**src/rtl/riscv_pkg.sv**
```systemverilog
// Shared RV32I decode definitions for the mig-u decode stage.
//   - OPC_*          : major opcode values, insn[6:0]
//   - insn_fmt_t     : instruction format code carried as dec_fmt
//   - decoded_insn_t : decoded bundle stored in the skid buffer (PC kept apart
//                      because its width is a parameter of the stage)
package riscv_pkg;

   localparam logic [6:0] OPC_LUI      = 7'b0110111;
   localparam logic [6:0] OPC_AUIPC    = 7'b0010111;
   localparam logic [6:0] OPC_JAL      = 7'b1101111;
   localparam logic [6:0] OPC_JALR     = 7'b1100111;
   localparam logic [6:0] OPC_BRANCH   = 7'b1100011;
   localparam logic [6:0] OPC_LOAD     = 7'b0000011;
   localparam logic [6:0] OPC_STORE    = 7'b0100011;
   localparam logic [6:0] OPC_OP_IMM   = 7'b0010011;
   localparam logic [6:0] OPC_OP       = 7'b0110011;
   localparam logic [6:0] OPC_MISC_MEM = 7'b0001111;
   localparam logic [6:0] OPC_SYSTEM   = 7'b1110011;

   // FMT_R is encoded as zero so an all-zero bundle is the reset value.
   typedef enum logic [2:0] {
      FMT_R   = 3'd0,
      FMT_I   = 3'd1,
      FMT_S   = 3'd2,
      FMT_B   = 3'd3,
      FMT_U   = 3'd4,
      FMT_J   = 3'd5,
      FMT_ILL = 3'd6
   } insn_fmt_t;

   typedef struct packed {
      logic [6:0]  opcode;
      logic [4:0]  rd;
      logic [4:0]  rs1;
      logic [4:0]  rs2;
      logic [2:0]  funct3;
      logic [6:0]  funct7;
      logic [31:0] imm;
      insn_fmt_t   fmt;
      logic        illegal;
   } decoded_insn_t;

endpackage

```
**src/rtl/riscv_decode_stage_if.sv**
```systemverilog
// Fetch-side and issue-side handshake bundle of the decode stage.
//   master : the environment (fetch drives fetch_*, issue drives dec_ready)
//   slave  : the decode stage (drives fetch_ready and all dec_* results)
interface riscv_decode_stage_if
   import riscv_pkg::*;
#(
   parameter int ADDR_WIDTH = 32,
   parameter int CNT_WIDTH  = 32
);
   logic                  fetch_valid;
   logic                  fetch_ready;
   logic [ADDR_WIDTH-1:2] fetch_pc;
   logic [31:0]           fetch_insn;

   logic                  dec_valid;
   logic                  dec_ready;
   logic [ADDR_WIDTH-1:2] dec_pc;
   logic [6:0]            dec_opcode;
   logic [4:0]            dec_rd;
   logic [4:0]            dec_rs1;
   logic [4:0]            dec_rs2;
   logic [2:0]            dec_funct3;
   logic [6:0]            dec_funct7;
   logic [31:0]           dec_imm;
   insn_fmt_t             dec_fmt;
   logic                  dec_illegal;
   logic [CNT_WIDTH-1:0]  dec_count;

   modport master (
      output fetch_valid, fetch_pc, fetch_insn, dec_ready,
      input  fetch_ready, dec_valid, dec_pc, dec_opcode, dec_rd, dec_rs1,
             dec_rs2, dec_funct3, dec_funct7, dec_imm, dec_fmt, dec_illegal,
             dec_count
   );

   modport slave (
      input  fetch_valid, fetch_pc, fetch_insn, dec_ready,
      output fetch_ready, dec_valid, dec_pc, dec_opcode, dec_rd, dec_rs1,
             dec_rs2, dec_funct3, dec_funct7, dec_imm, dec_fmt, dec_illegal,
             dec_count
   );
endinterface

```
**src/rtl/riscv_imm_gen.sv**
```systemverilog
// Combinational RV32I field split, format decode and immediate generation.
//   insn : raw 32-bit instruction
//   dec  : decoded bundle (fields, sign-extended immediate, format, illegal)
module riscv_imm_gen
   import riscv_pkg::*;
(
   input  logic [31:0]   insn,
   output decoded_insn_t dec
);
   insn_fmt_t   fmt;
   logic [31:0] imm;

   always_comb begin
      fmt = FMT_ILL;
      unique case (insn[6:0])
         OPC_LUI, OPC_AUIPC:                                     fmt = FMT_U;
         OPC_JAL:                                                fmt = FMT_J;
         OPC_JALR, OPC_LOAD, OPC_OP_IMM, OPC_MISC_MEM, OPC_SYSTEM: fmt = FMT_I;
         OPC_BRANCH:                                             fmt = FMT_B;
         OPC_STORE:                                              fmt = FMT_S;
         OPC_OP:                                                 fmt = FMT_R;
         default:                                                fmt = FMT_ILL;
      endcase
   end

   always_comb begin
      imm = '0;
      unique case (fmt)
         FMT_I:   imm = {{20{insn[31]}}, insn[31:20]};
         FMT_S:   imm = {{20{insn[31]}}, insn[31:25], insn[11:7]};
         FMT_B:   imm = {{19{insn[31]}}, insn[31], insn[7], insn[30:25], insn[11:8], 1'b0};
         FMT_U:   imm = {insn[31:12], 12'b0};
         FMT_J:   imm = {{11{insn[31]}}, insn[31], insn[19:12], insn[20], insn[30:21], 1'b0};
         default: imm = '0;
      endcase
   end

   always_comb begin
      dec.opcode  = insn[6:0];
      dec.rd      = insn[11:7];
      dec.rs1     = insn[19:15];
      dec.rs2     = insn[24:20];
      dec.funct3  = insn[14:12];
      dec.funct7  = insn[31:25];
      dec.imm     = imm;
      dec.fmt     = fmt;
      // Every listed opcode already ends in 2'b11; the explicit term keeps
      // compressed/reserved encodings illegal should the table ever grow.
      dec.illegal = (fmt == FMT_ILL) || (insn[1:0] != 2'b11);
   end
endmodule

```
**src/rtl/riscv_decode_stage.sv**
```systemverilog
// Registered RV32I decode stage with a 2-entry skid buffer.
//   clk   : core clock, rising edge
//   rst   : asynchronous active-low reset
//   flush : empties the buffer next cycle, drops any same-cycle offer
//   bus   : fetch valid/ready input and decoded valid/ready output, plus
//           dec_count (downstream transfers since reset, wrapping)
// Entry 0 is always the head, so the dec_* outputs come straight from flops
// and keep their last value once the buffer drains.
module riscv_decode_stage
   import riscv_pkg::*;
#(
   parameter int ADDR_WIDTH = 32,
   parameter int CNT_WIDTH  = 32
)(
   input  logic                 clk,
   input  logic                 rst,
   input  logic                 flush,
   riscv_decode_stage_if.slave  bus
);
   typedef enum logic [1:0] {BUF_EMPTY, BUF_ONE, BUF_FULL} buf_state_t;

   buf_state_t            state_q, state_d;
   logic                  ready_q, ready_d;
   decoded_insn_t         ent0_q, ent0_d, ent1_q, ent1_d;
   logic [ADDR_WIDTH-1:2] pc0_q, pc0_d, pc1_q, pc1_d;
   logic [CNT_WIDTH-1:0]  cnt_q, cnt_d;

   decoded_insn_t         new_dec;
   logic                  acc, take;

   riscv_imm_gen u_imm_gen (
      .insn (bus.fetch_insn),
      .dec  (new_dec)
   );

   assign acc  = bus.fetch_valid && ready_q;
   assign take = (state_q != BUF_EMPTY) && bus.dec_ready;

   always_comb begin
      state_d = state_q;
      ent0_d  = ent0_q;
      ent1_d  = ent1_q;
      pc0_d   = pc0_q;
      pc1_d   = pc1_q;
      cnt_d   = take ? cnt_q + CNT_WIDTH'(1) : cnt_q;

      if (flush) begin
         state_d = BUF_EMPTY;
      end else begin
         unique case (state_q)
            BUF_EMPTY: if (acc) begin
               ent0_d  = new_dec;
               pc0_d   = bus.fetch_pc;
               state_d = BUF_ONE;
            end
            BUF_ONE: begin
               if (acc && take) begin
                  ent0_d = new_dec;
                  pc0_d  = bus.fetch_pc;
               end else if (acc) begin
                  ent1_d  = new_dec;
                  pc1_d   = bus.fetch_pc;
                  state_d = BUF_FULL;
               end else if (take) begin
                  state_d = BUF_EMPTY;
               end
            end
            BUF_FULL: if (take) begin
               // ready_q is low here, so no accept can coincide with the shift.
               ent0_d  = ent1_q;
               pc0_d   = pc1_q;
               state_d = BUF_ONE;
            end
            default: state_d = BUF_EMPTY;
         endcase
      end

      // Registered from the next state so it never sees dec_ready combinationally.
      ready_d = (state_d != BUF_FULL);
   end

   always_ff @(posedge clk or negedge rst) begin
      if (!rst) begin
         state_q <= BUF_EMPTY;
         ready_q <= 1'b1;
         ent0_q  <= '0;
         ent1_q  <= '0;
         pc0_q   <= '0;
         pc1_q   <= '0;
         cnt_q   <= '0;
      end else begin
         state_q <= state_d;
         ready_q <= ready_d;
         ent0_q  <= ent0_d;
         ent1_q  <= ent1_d;
         pc0_q   <= pc0_d;
         pc1_q   <= pc1_d;
         cnt_q   <= cnt_d;
      end
   end

   assign bus.fetch_ready = ready_q;
   assign bus.dec_valid   = (state_q != BUF_EMPTY);
   assign bus.dec_pc      = pc0_q;
   assign bus.dec_opcode  = ent0_q.opcode;
   assign bus.dec_rd      = ent0_q.rd;
   assign bus.dec_rs1     = ent0_q.rs1;
   assign bus.dec_rs2     = ent0_q.rs2;
   assign bus.dec_funct3  = ent0_q.funct3;
   assign bus.dec_funct7  = ent0_q.funct7;
   assign bus.dec_imm     = ent0_q.imm;
   assign bus.dec_fmt     = ent0_q.fmt;
   assign bus.dec_illegal = ent0_q.illegal;
   assign bus.dec_count   = cnt_q;
endmodule

```
**src/flat_wrapper.sv**
```systemverilog
// flat-port wrapper written by rule: the top's interface ports become plain ports
module riscv_decode_stage_flat import riscv_pkg::*;
#(
   parameter int ADDR_WIDTH = 32,
   parameter int CNT_WIDTH  = 32
)
  (clk, rst, flush, bus_fetch_valid, bus_fetch_pc, bus_fetch_insn, bus_dec_ready, bus_fetch_ready, bus_dec_valid, bus_dec_pc, bus_dec_opcode, bus_dec_rd, bus_dec_rs1, bus_dec_rs2, bus_dec_funct3, bus_dec_funct7, bus_dec_imm, bus_dec_fmt, bus_dec_illegal, bus_dec_count);
  riscv_decode_stage_if #(.ADDR_WIDTH(ADDR_WIDTH), .CNT_WIDTH(CNT_WIDTH)) bus_i ();
  input  logic clk;
  input  logic rst;
  input  logic flush;
  input wire logic [$bits(bus_i.fetch_valid)-1:0] bus_fetch_valid;
  input wire logic [$bits(bus_i.fetch_pc)-1:0] bus_fetch_pc;
  input wire logic [$bits(bus_i.fetch_insn)-1:0] bus_fetch_insn;
  input wire logic [$bits(bus_i.dec_ready)-1:0] bus_dec_ready;
  output wire logic [$bits(bus_i.fetch_ready)-1:0] bus_fetch_ready;
  output wire logic [$bits(bus_i.dec_valid)-1:0] bus_dec_valid;
  output wire logic [$bits(bus_i.dec_pc)-1:0] bus_dec_pc;
  output wire logic [$bits(bus_i.dec_opcode)-1:0] bus_dec_opcode;
  output wire logic [$bits(bus_i.dec_rd)-1:0] bus_dec_rd;
  output wire logic [$bits(bus_i.dec_rs1)-1:0] bus_dec_rs1;
  output wire logic [$bits(bus_i.dec_rs2)-1:0] bus_dec_rs2;
  output wire logic [$bits(bus_i.dec_funct3)-1:0] bus_dec_funct3;
  output wire logic [$bits(bus_i.dec_funct7)-1:0] bus_dec_funct7;
  output wire logic [$bits(bus_i.dec_imm)-1:0] bus_dec_imm;
  output wire logic [$bits(bus_i.dec_fmt)-1:0] bus_dec_fmt;
  output wire logic [$bits(bus_i.dec_illegal)-1:0] bus_dec_illegal;
  output wire logic [$bits(bus_i.dec_count)-1:0] bus_dec_count;
  assign bus_i.fetch_valid = bus_fetch_valid;
  assign bus_i.fetch_pc = bus_fetch_pc;
  assign bus_i.fetch_insn = bus_fetch_insn;
  assign bus_i.dec_ready = bus_dec_ready;
  assign bus_fetch_ready = bus_i.fetch_ready;
  assign bus_dec_valid = bus_i.dec_valid;
  assign bus_dec_pc = bus_i.dec_pc;
  assign bus_dec_opcode = bus_i.dec_opcode;
  assign bus_dec_rd = bus_i.dec_rd;
  assign bus_dec_rs1 = bus_i.dec_rs1;
  assign bus_dec_rs2 = bus_i.dec_rs2;
  assign bus_dec_funct3 = bus_i.dec_funct3;
  assign bus_dec_funct7 = bus_i.dec_funct7;
  assign bus_dec_imm = bus_i.dec_imm;
  assign bus_dec_fmt = bus_i.dec_fmt;
  assign bus_dec_illegal = bus_i.dec_illegal;
  assign bus_dec_count = bus_i.dec_count;
  riscv_decode_stage #(.ADDR_WIDTH(ADDR_WIDTH), .CNT_WIDTH(CNT_WIDTH)) u_core (.clk(clk), .rst(rst), .flush(flush), .bus(bus_i));
endmodule
```
**config.mk**
```make
export PLATFORM = sky130hd
export DESIGN_NAME = riscv_decode_stage_flat
export DESIGN_NICKNAME = d
export VERILOG_FILES = /design/src/rtl/riscv_pkg.sv /design/src/rtl/riscv_decode_stage_if.sv /design/src/rtl/riscv_imm_gen.sv /design/src/rtl/riscv_decode_stage.sv /design/src/flat_wrapper.sv
export SDC_FILE = /design/constraint.sdc
export NUM_CORES = 1
export LEC_CHECK = 0
export ABC_CLOCK_PERIOD_IN_PS = 4300
export BUFFER_PORTS_ARGS = -buffer_cell sky130_fd_sc_hd__buf_2
export CORE_MARGIN = 4
export CORE_UTILIZATION = 45
export DETAILED_ROUTE_END_ITERATION = 12
export PLACE_DENSITY = 0.73
export SLEW_MARGIN = 30
export SYNTH_ARGS = -nofsm -noshare
export SYNTH_HDL_FRONTEND = slang
export SYNTH_HIERARCHICAL = 1
export SYNTH_SLANG_ARGS = --single-unit
```
**constraint.sdc**
```tcl
create_clock -name clk -period 4.3 [get_ports clk]
set_input_delay 0.43 -clock clk [delete_from_list [all_inputs] [get_ports clk]]
set_output_delay 0.43 -clock clk [all_outputs]
set_load 0.005 [all_outputs]
```
## After elaboration in Yosys (flattened, before gate mapping)

Cells that the tools add are included.

| word-level totals | value |
|---|---|
| bits in latches | 0 |
| memories | 0 |
| output and inout port bits | 132 |
| register bits after elaboration | 231 |
| logic and storage cells | 78 |
| memory bits (read-only) | 0 |
| input port bits | 67 |
| bits in writable memories | 0 |

| cells by class | value |
|---|---|
| mux-type cells | 17 |
| $add $sub $neg | 1 |
| $lt $le $gt $ge | 0 |
| multipliers | 0 |
| divide/modulo/power cells | 0 |
| reduce and logical (&&, ||, !) cells | 11 |
| eq/ne operators | 24 |
| bitwise gates (word level) | 2 |
| shift-type cells | 0 |

Operator list:

| kind | number |
|---|---|
| $mux W68 | 3 |
| $pmux W68 S3 | 1 |
| $pmux W32 S5 | 1 |
| $mux W30 | 3 |
| $pmux W30 S3 | 1 |
| $add A32 B1 Y32 const B | 1 |
| $eq A7 B7 Y1 const B | 4 |
| $eq A7 B6 Y1 const B | 3 |
| $pmux W3 S6 | 1 |
| $eq A7 B5 Y1 const B | 2 |
| $mux W2 | 6 |
| $eq A3 B3 Y1 const B | 3 |
| $eq A7 B2 Y1 const B | 1 |
| $eq A7 B4 Y1 const B | 1 |
| $eq A3 B2 Y1 const B | 2 |
| $ne A2 B1 Y1 const B | 3 |
| $pmux W2 S3 | 1 |
| $reduce_and A5 Y1 | 1 |
| $reduce_or A5 Y1 | 1 |
| $ne A2 B2 Y1 const B | 2 |
| $reduce_and A4 Y1 | 1 |
| $eq A3 B1 Y1 const B | 1 |
| $logic_and A1 B1 Y1 | 3 |
| $reduce_bool A3 Y1 | 1 |
| other kinds (7) | 8 |

## Longest topological paths before layout

Gate-level depths: netlist of the first run.

| logic depth | value |
|---|---|
| depth in word-level cells | 8 |
| depth in mapped cells | 9 |

## Cells and area by module

The synthesis of the first run kept the hierarchy.

By module, submodules not included:

| module | instances | cells each | sequential area each (sq um) | area each (sq um) |
|---|---|---|---|---|
| riscv_decode_stage | 1 | 671 | 5,781.8 | 10,052.1 |
| riscv_imm_gen | 1 | 140 | 0.0 | 954.7 |

## Worst setup path before layout of the first run

Ideal clock, no wire load.

| timing path | value |
|---|---|
| path kind | input to register |
| from | input port bus_fetch_insn[5] |
| to | register u_core.ent0_q (netlist bit u_core/bus.dec_imm[25]) |
| stages on the path | 9 |
| library setup time | 0.125 ns |
| arrival | 1.928 ns |
| data required time | 4.175 ns |
| slack | 2.247 ns |
| path through | buf_6 -> nor2b_1 -> and3_1 -> buf_4 -> a21oi_4 -> buf_4 -> o21ai_1 -> mux2_2 -> mux2_2 |

RTL lines:

| item | line | RTL |
|---|---|---|
| start, declared | flat_wrapper.sv:14 | `input wire logic [$bits(bus_i.fetch_insn)-1:0] bus_fetch_insn;` |
| end signal, assigned | riscv_decode_stage.sv:94 | `ent0_q <= ent0_d;` |
| end, declared | riscv_decode_stage.sv:24 | `decoded_insn_t ent0_q, ent0_d, ent1_q, ent1_d;` |

## Final worst setup path of the first run

| timing path | value |
|---|---|
| from | register u_core.state_q[0] |
| to | register u_core.ent0_q (netlist bit u_core/bus.dec_funct7[6]) |

| between the ends | value |
|---|---|
| word-level cells in the longest chain between the ends | 5 |
| elaborated cells on any way between the ends | 12 |

RTL lines:

| item | line | RTL |
|---|---|---|
| start, declared | riscv_decode_stage.sv:22 | `buf_state_t state_q, state_d;` |
| start signal, assigned | riscv_decode_stage.sv:92 | `state_q <= state_d;` |
| $reduce_bool A2 Y1 | riscv_decode_stage.sv:37 | `assign take = (state_q != BUF_EMPTY) && bus.dec_ready;` |
| $logic_and A1 B1 Y1 | riscv_decode_stage.sv:37 |  |
| $logic_and A1 B1 Y1 | riscv_decode_stage.sv:57 | `if (acc && take) begin` |
| $ne A2 B1 Y1 (no line) | - |  |
| $reduce_and A5 Y1 (no line) | - |  |

Parallel ways exist; a longest one is shown, timed or not.
A chain may end at the register's enable or synchronous reset.

==> results of run 1 <==
[power by group]
group / switching (mW) / leakage (nW) / internal [mW] / total [mW]
clock network: 0.863 / 0.430 / 1.34 / 2.20
registers: 0.192 / 2.93 / 2.55 / 2.74
logic: 0.362 / 2.90 / 0.500 / 0.862
total: 1.42 / 6.27 / 4.39 / 5.81
[metrics by stage]
stage / setup WS, ns / hold slack (ns)
floorplan: 2.248 / 0.1344
global placement: 1.562 / 0.4666
detailed placement: 1.530 / 0.4514
CTS: 1.481 / 0.01573
global route: 1.351 / 0.1351
finish: 1.534 / 0.1550
[kinds of logic after synthesis]
group,synth area share
compound gates,0.03194
flops,0.5253
buf+inv,0.04638
mux,0.3018
fa+ha+maj,0.001137
xor+xnor,0.02694
simple gates,0.06650
[worst paths after layout]
kind                                          start                        to  slack (ns)  cells past startpoint
min in group asynchronous                       rst         u_core/ent1_q[12]        0.35                      2
hold / removal                                flush         u_core/state_q[0]        0.16                      2
setup / recovery                  u_core/state_q[0]  u_core/bus.dec_funct7[6]        1.53                      6
setup reg to reg                  u_core/state_q[0]  u_core/bus.dec_funct7[6]        1.53                      6
max in group asynchronous                       rst      u_core/bus.dec_pc[3]        2.78                      4
hold reg to reg            u_core/bus.dec_count[31]  u_core/bus.dec_count[31]        0.47                      1
[cell type report]
cell class,count,area (um2)
Clock inverter,7,62.56
Multi-Input combinational cell,498,4735
Timing Repair Buffer,210,1139
Tap cell,319,399.1
Inverter,7,26.28
Antenna cell,1,2.502
Fill cell,1999,10800
Clock buffer,40,804.5
Sequential cell,231,5782
[cell usage in the layout, fill, tap and decap left out, drive strengths merged, types with 11 or more instances in the layout]
cell / count
dfrtp: 230
clkbuf: 40
nand3: 14
buf: 209
xor2: 20
nand2: 31
o21ai: 14
mux2: 295
nor2: 13
xnor2: 13
nor3: 11
[flip-flops by register name (all words and copies together), names as in the netlist]
register                cells
u_core/bus.dec_opcode       7
u_core/bus.dec_funct3       3
u_core/bus.dec_imm         32
u_core/bus.dec_fmt          3
u_core/bus.dec_funct7       7
u_core/bus.dec_rs2          5
u_core/bus.fetch_ready      1
u_core/ent1_q              68
u_core/bus.dec_count       32
u_core/bus.dec_illegal      1
u_core/bus.dec_pc          30
u_core/pc1_q               30
u_core/bus.dec_rs1          5
u_core/state_q              2
u_core/bus.dec_rd           5
[worst max-delay path: stages, from the launching register on]
cell	delay, ns
dfrtp_1	0.48
nor2b_4	0.15
buf_4	0.41
a22oi_2	0.19
nor2_4	0.67
buf_12	0.33
mux2_2	0.37
[layer usage]
layer  share of wire  vias up
met5               0        -
met4           0.018        0
met3           0.056       29
met2            0.47      147
met1            0.46     3471
li1                -     3204
[Yosys cell counts (3+ instances only)]
master and n:
buf_2 33, nor2b_1 9, a21o_1 9, xnor2_1 13, and4_1 5, mux2_1 20, dfrtp_1 230, nor4_1 4
o21ai_1 12, nand3_1 13, mux2_2 275, and3_1 5, xor2_1 19, buf_6 3, nand4_1 7, buf_4 37
nor2_2 3, nand4b_1 3, nand3b_1 3, a21oi_1 3, nor3_1 11, nor2_1 10, nand2_1 31, a21oi_4 3
inv_1 7, a22o_1 4
[what timing repair did]
action / 4_1_cts / 5_1_grt
hold endpoints to repair: 0 / 29
hold buffers: 0 / 1
setup buffers: 0 / 0
==> metrics, run 1 <==
synthesis-to-finish area growth=17.65%; Routed WL=23.86 mm; Crit Path Category=reg -> reg; PortBufs=198; Distinct cells, synth=58; Top FF cell, synth=dfrtp_1; Hold Path Class=in -> reg; crit start category=flop; Syn Inst Count=811; H-tree depth=1; Rows=56; sum of negative setup slack=0 ns; syn_nets=879; Post-Place Cells=1,263; Final Skew=0.009657 ns; fraction of registers with async set or reset after synthesis=1.000; Clk Latency, worst-skew pair=0.52 ns; CTS Buf Count=26; Final setup viols=0; first-pass GRT wire length=38.41 mm; M3 GR Usage=0.03768; crit path DAT=3.16 ns; die height=164.4 um; nets@finish=1,042; Core ar.=0.02375 mm2; Avg Cell Area, Syn=13.57 um2; Yosys top cell area share=0.5229; synthesis warning total=6; M1 GR Usage=0.2427; min Tclk post-route=2.766 ns; peak supply drop=220.1 uV; via count=6,851; DRT antenna net count=0; Root Driver=clkbuf_16; clock buffer depth=3; largest net degree at the start of global routing=117; pwr/cell area=448.3 mW/mm2; fin util=0.5452; hold violation total from the final report=0; met2 Usage GRT=0.2859; Required @ worst endpoint=4.70 ns; fmax=0.3616 GHz; proportion of layout cells with a drive suffix above 1=0.5488; Slew @ Worst Pin=0.9674 ns; die area=0.02703 mm2; Post-DP HPWL=15.89 mm; fin crit share=0.6432; largest cells by area after synthesis=dfrtp_1, mux2_2, buf_4; register area share after synthesis=0.5253; gr ovfl total=0; final cell count without fillers=1,313; DRT Pass-1 Iters=4; Starting Density=0.4634; Rel. slew slack=0.3550; Mapped Area=0.01101 mm2; DRC=0; DR iter-0 viols=289; P_leak=6.267 nW; clock transition at the registers of the reported paths=0.05 ns; Max-Cap Viols=0; CTS tree=done; Yosys reg bits=231; initial antenna violation count=1; Post-synth EDFFs=0; unrepaired setup endpoints after global routing=no; Slew Limit Fails=0; DR WL/cell=18.17 um; leading area contributor after synthesis=dfrtp_1; I/O pins=199; CP endpoint kind=flop; fin area=0.01295 mm2; Cell Area, Placed=0.01204 mm2; GRT Overall Usage=0.1753; worst-path maximum fanout=45; vias in the first global route=7,202; vias per cell=5.218; Overall Power=5.805 mW; clk sinks=231; Top Usage Layer GRT=met2; Die X=164.4 um; # resized after CTS=0; GPL Wtd Cong=0.8010; status=finished, final reports clean
Note: power is estimated with default switching activity, not from simulation.
==> inputs of run 2 (changes only) <==
- ABC_CLOCK_PERIOD_IN_PS: 4300 -> 2350
- PLACE_DENSITY: 0.73 -> 0.75
- clock period: 4.3 -> 2.35 ns (I/O delays scaled with it)
==> run 2 against run 1 <==
Compared with the run above:
- sequential share of layout area down 1.8 points
- critical path type unchanged
- total power up 84%
- global-route usage up 1.1 points
- core utilization up 2.3 points
- routed wire length up 5.0%
==> metrics, run 2 (same netlist as run 1, synthesis figures left out) <==
Slew Limit Fails=0 (unchanged); leading cell type in the layout, fill and taps excluded=mux2_2; status=finished, final reports clean; CTS Buf Count=26 (unchanged); Final Skew=0.01210 ns (+0.002440 ns); nets@finish=1,093 (+4.9%); filler cell count in the final layout=1,916 (-4.2%); vias per cell=5.221 (about the same); PortBufs=198 (unchanged); final cell count without fillers=1,363 (+3.8%); gr ovfl total=0 (unchanged); Hold Path Origin=bus_fetch_insn[18]; DRC=0 (unchanged); DR iter-0 viols=427 (+48%); Inserted Diodes=0 (-1); Required @ worst endpoint=2.74 ns (-1.96 ns); Biggest register=u_core/ent1_q; Clk Latency, worst-skew pair=0.52 ns (about the same); crit path DAT=2.33 ns (-0.83 ns); fin util=0.5678 (+0.02265); via count=7,116 (+3.9%); clock buffer depth=3 (unchanged); P_leak=6.506 nW (+3.8%); Root Driver=clkbuf_16; synthesis-to-finish area growth=22.54%; vias in the first global route=7,586 (+5.3%); I/O pins=199 (unchanged); Crit Path Category=reg -> reg; max reg flops=68 (unchanged); clk sinks=231 (unchanged); proportion of layout cells with a drive suffix above 1=0.5278 (-0.02106); fin crit share=0.8213 (+0.1781); peak supply drop=577.0 uV (+160%); first-pass GRT wire length=40.85 mm (+6.4%); DR WL/cell=18.37 um (+1.1%); reg2reg end=u_core/bus.dec_rs2[2]; commonest non-fill, non-tap cells in the layout=mux2_2, dfrtp_1, buf_2, dlygate4sd3_1, nand2_1; GRT Overall Usage=0.1865 (+0.01125); Cell Area, Placed=0.01218 mm2 (+1.2%); sum of negative setup slack=0 ns (unchanged); Post-Place Cells=1,270 (+0.55%); WHS Path Cells=2 (unchanged); Rows=56 (unchanged); Slew @ Worst Pin=0.5392 ns (-0.4283 ns); DRT antenna net count=0 (unchanged); R2R Setup Slk=0.42 ns (-1.11 ns); R2R depth=5 (-1); H-tree depth=1 (unchanged); Worst Hold Endpoint=u_core/ent1_q[54]; CTS tree=done; initial antenna violation count=0 (-1); worst-path maximum fanout=57 (+27%); die area=0.02703 mm2 (unchanged); unrepaired setup endpoints after global routing=no; crit path launch=u_core/bus.fetch_ready; fin area=0.01349 mm2 (+4.2%); Routed WL=25.04 mm (+5.0%); DRT Pass-1 Iters=6 (+2); Starting Density=0.4634 (unchanged); Post-DP HPWL=16.61 mm (+4.5%); # resized after CTS=0 (unchanged); clock transition at the registers of the reported paths=0.06 ns (about the same); GPL Wtd Cong=0.8599 (+7.4%); min Tclk post-route=1.930 ns (-0.8358 ns); die height=164.4 um (unchanged); CP endpoint kind=flop; crit start category=flop; Core ar.=0.02375 mm2 (unchanged); Die X=164.4 um (unchanged); Rel. slew slack=0.6406 (+0.2855); Hold Path Class=in -> reg; fmax=0.5181 GHz (+43%); largest net degree at the start of global routing=70 (-40%); pwr/cell area=790.4 mW/mm2 (+76%); hold violation total from the final report=0 (unchanged); Final setup viols=0 (unchanged); reg-to-reg startpoint=u_core/bus.fetch_ready; Max-Cap Viols=0 (unchanged)
==> run 2: cell type report <==
class                      instances  area (um2)  area share
clock buffer                      34       710.7     0.05269
clock inverter                    13       133.9    0.009926
inverter                           7       26.28    0.001948
multi-input combinational        498        4735      0.3510
sequential                       231        5782      0.4287
tap                              319       399.1     0.02959
timing repair buffer             261        1702      0.1262
==> run 2: metal layers <==
metal | up-vias | global-route usage | wire length, um
li1 | 3302 | - | -
met4 | 0 | 0.05406 | 711
met5 | - | 0 | 0
met1 | 3571 | 0.2485 | 10620
met2 | 196 | 0.3084 | 12070
met3 | 47 | 0.04118 | 1642
==> run 2: critical path: stages (launching register included) <==
cell,delay (ns)
dfstp_2,0.53
and3b_1,0.24
a22oi_2,0.10
nor2_4,0.17
buf_12,0.34
mux2_2,0.39
==> run 2: how the worst max path moves through the flow <==
stage                                         to  slack, ns  cells past startpoint
after global routing       u_core/bus.dec_rs1[3]       0.34                      5
final                      u_core/bus.dec_rs2[2]       0.42                      5
after CTS                  u_core/bus.dec_rs1[3]       0.39                      5
after floorplan           u_core/bus.dec_imm[25]       0.49                      9
after global placement     u_core/bus.dec_imm[0]       0.23                      7
after detailed placement  u_core/bus.dec_imm[11]       0.18                      7
==> run 2: stage by stage <==
| stage | setup slack, ns | total power [mW] | hold WS [ns] |
|---|---|---|---|
| global route | 0.3395 | 11.20 | 0.01604 |
| CTS | 0.3940 | 10.81 | 0.005326 |
| finish | 0.4199 | 10.66 | 0.01244 |
| detailed placement | 0.1816 | 6.724 | 0.2470 |
| global placement | 0.2272 | 6.637 | 0.2432 |
| floorplan | 0.4925 | 5.983 | -0.06059 |
==> run 2: timing repair <==
action	in CTS	in global routing
buffers inserted	0	0
endpoints found under the hold margin	108	0
hold buffers	46	0
==> run 2: power breakdown <==
part / switching, mW / internal [mW] / leakage (nW)
registers: 0.362 / 4.66 / 2.93
logic: 0.698 / 0.974 / 3.15
clock network: 1.61 / 2.35 / 0.423
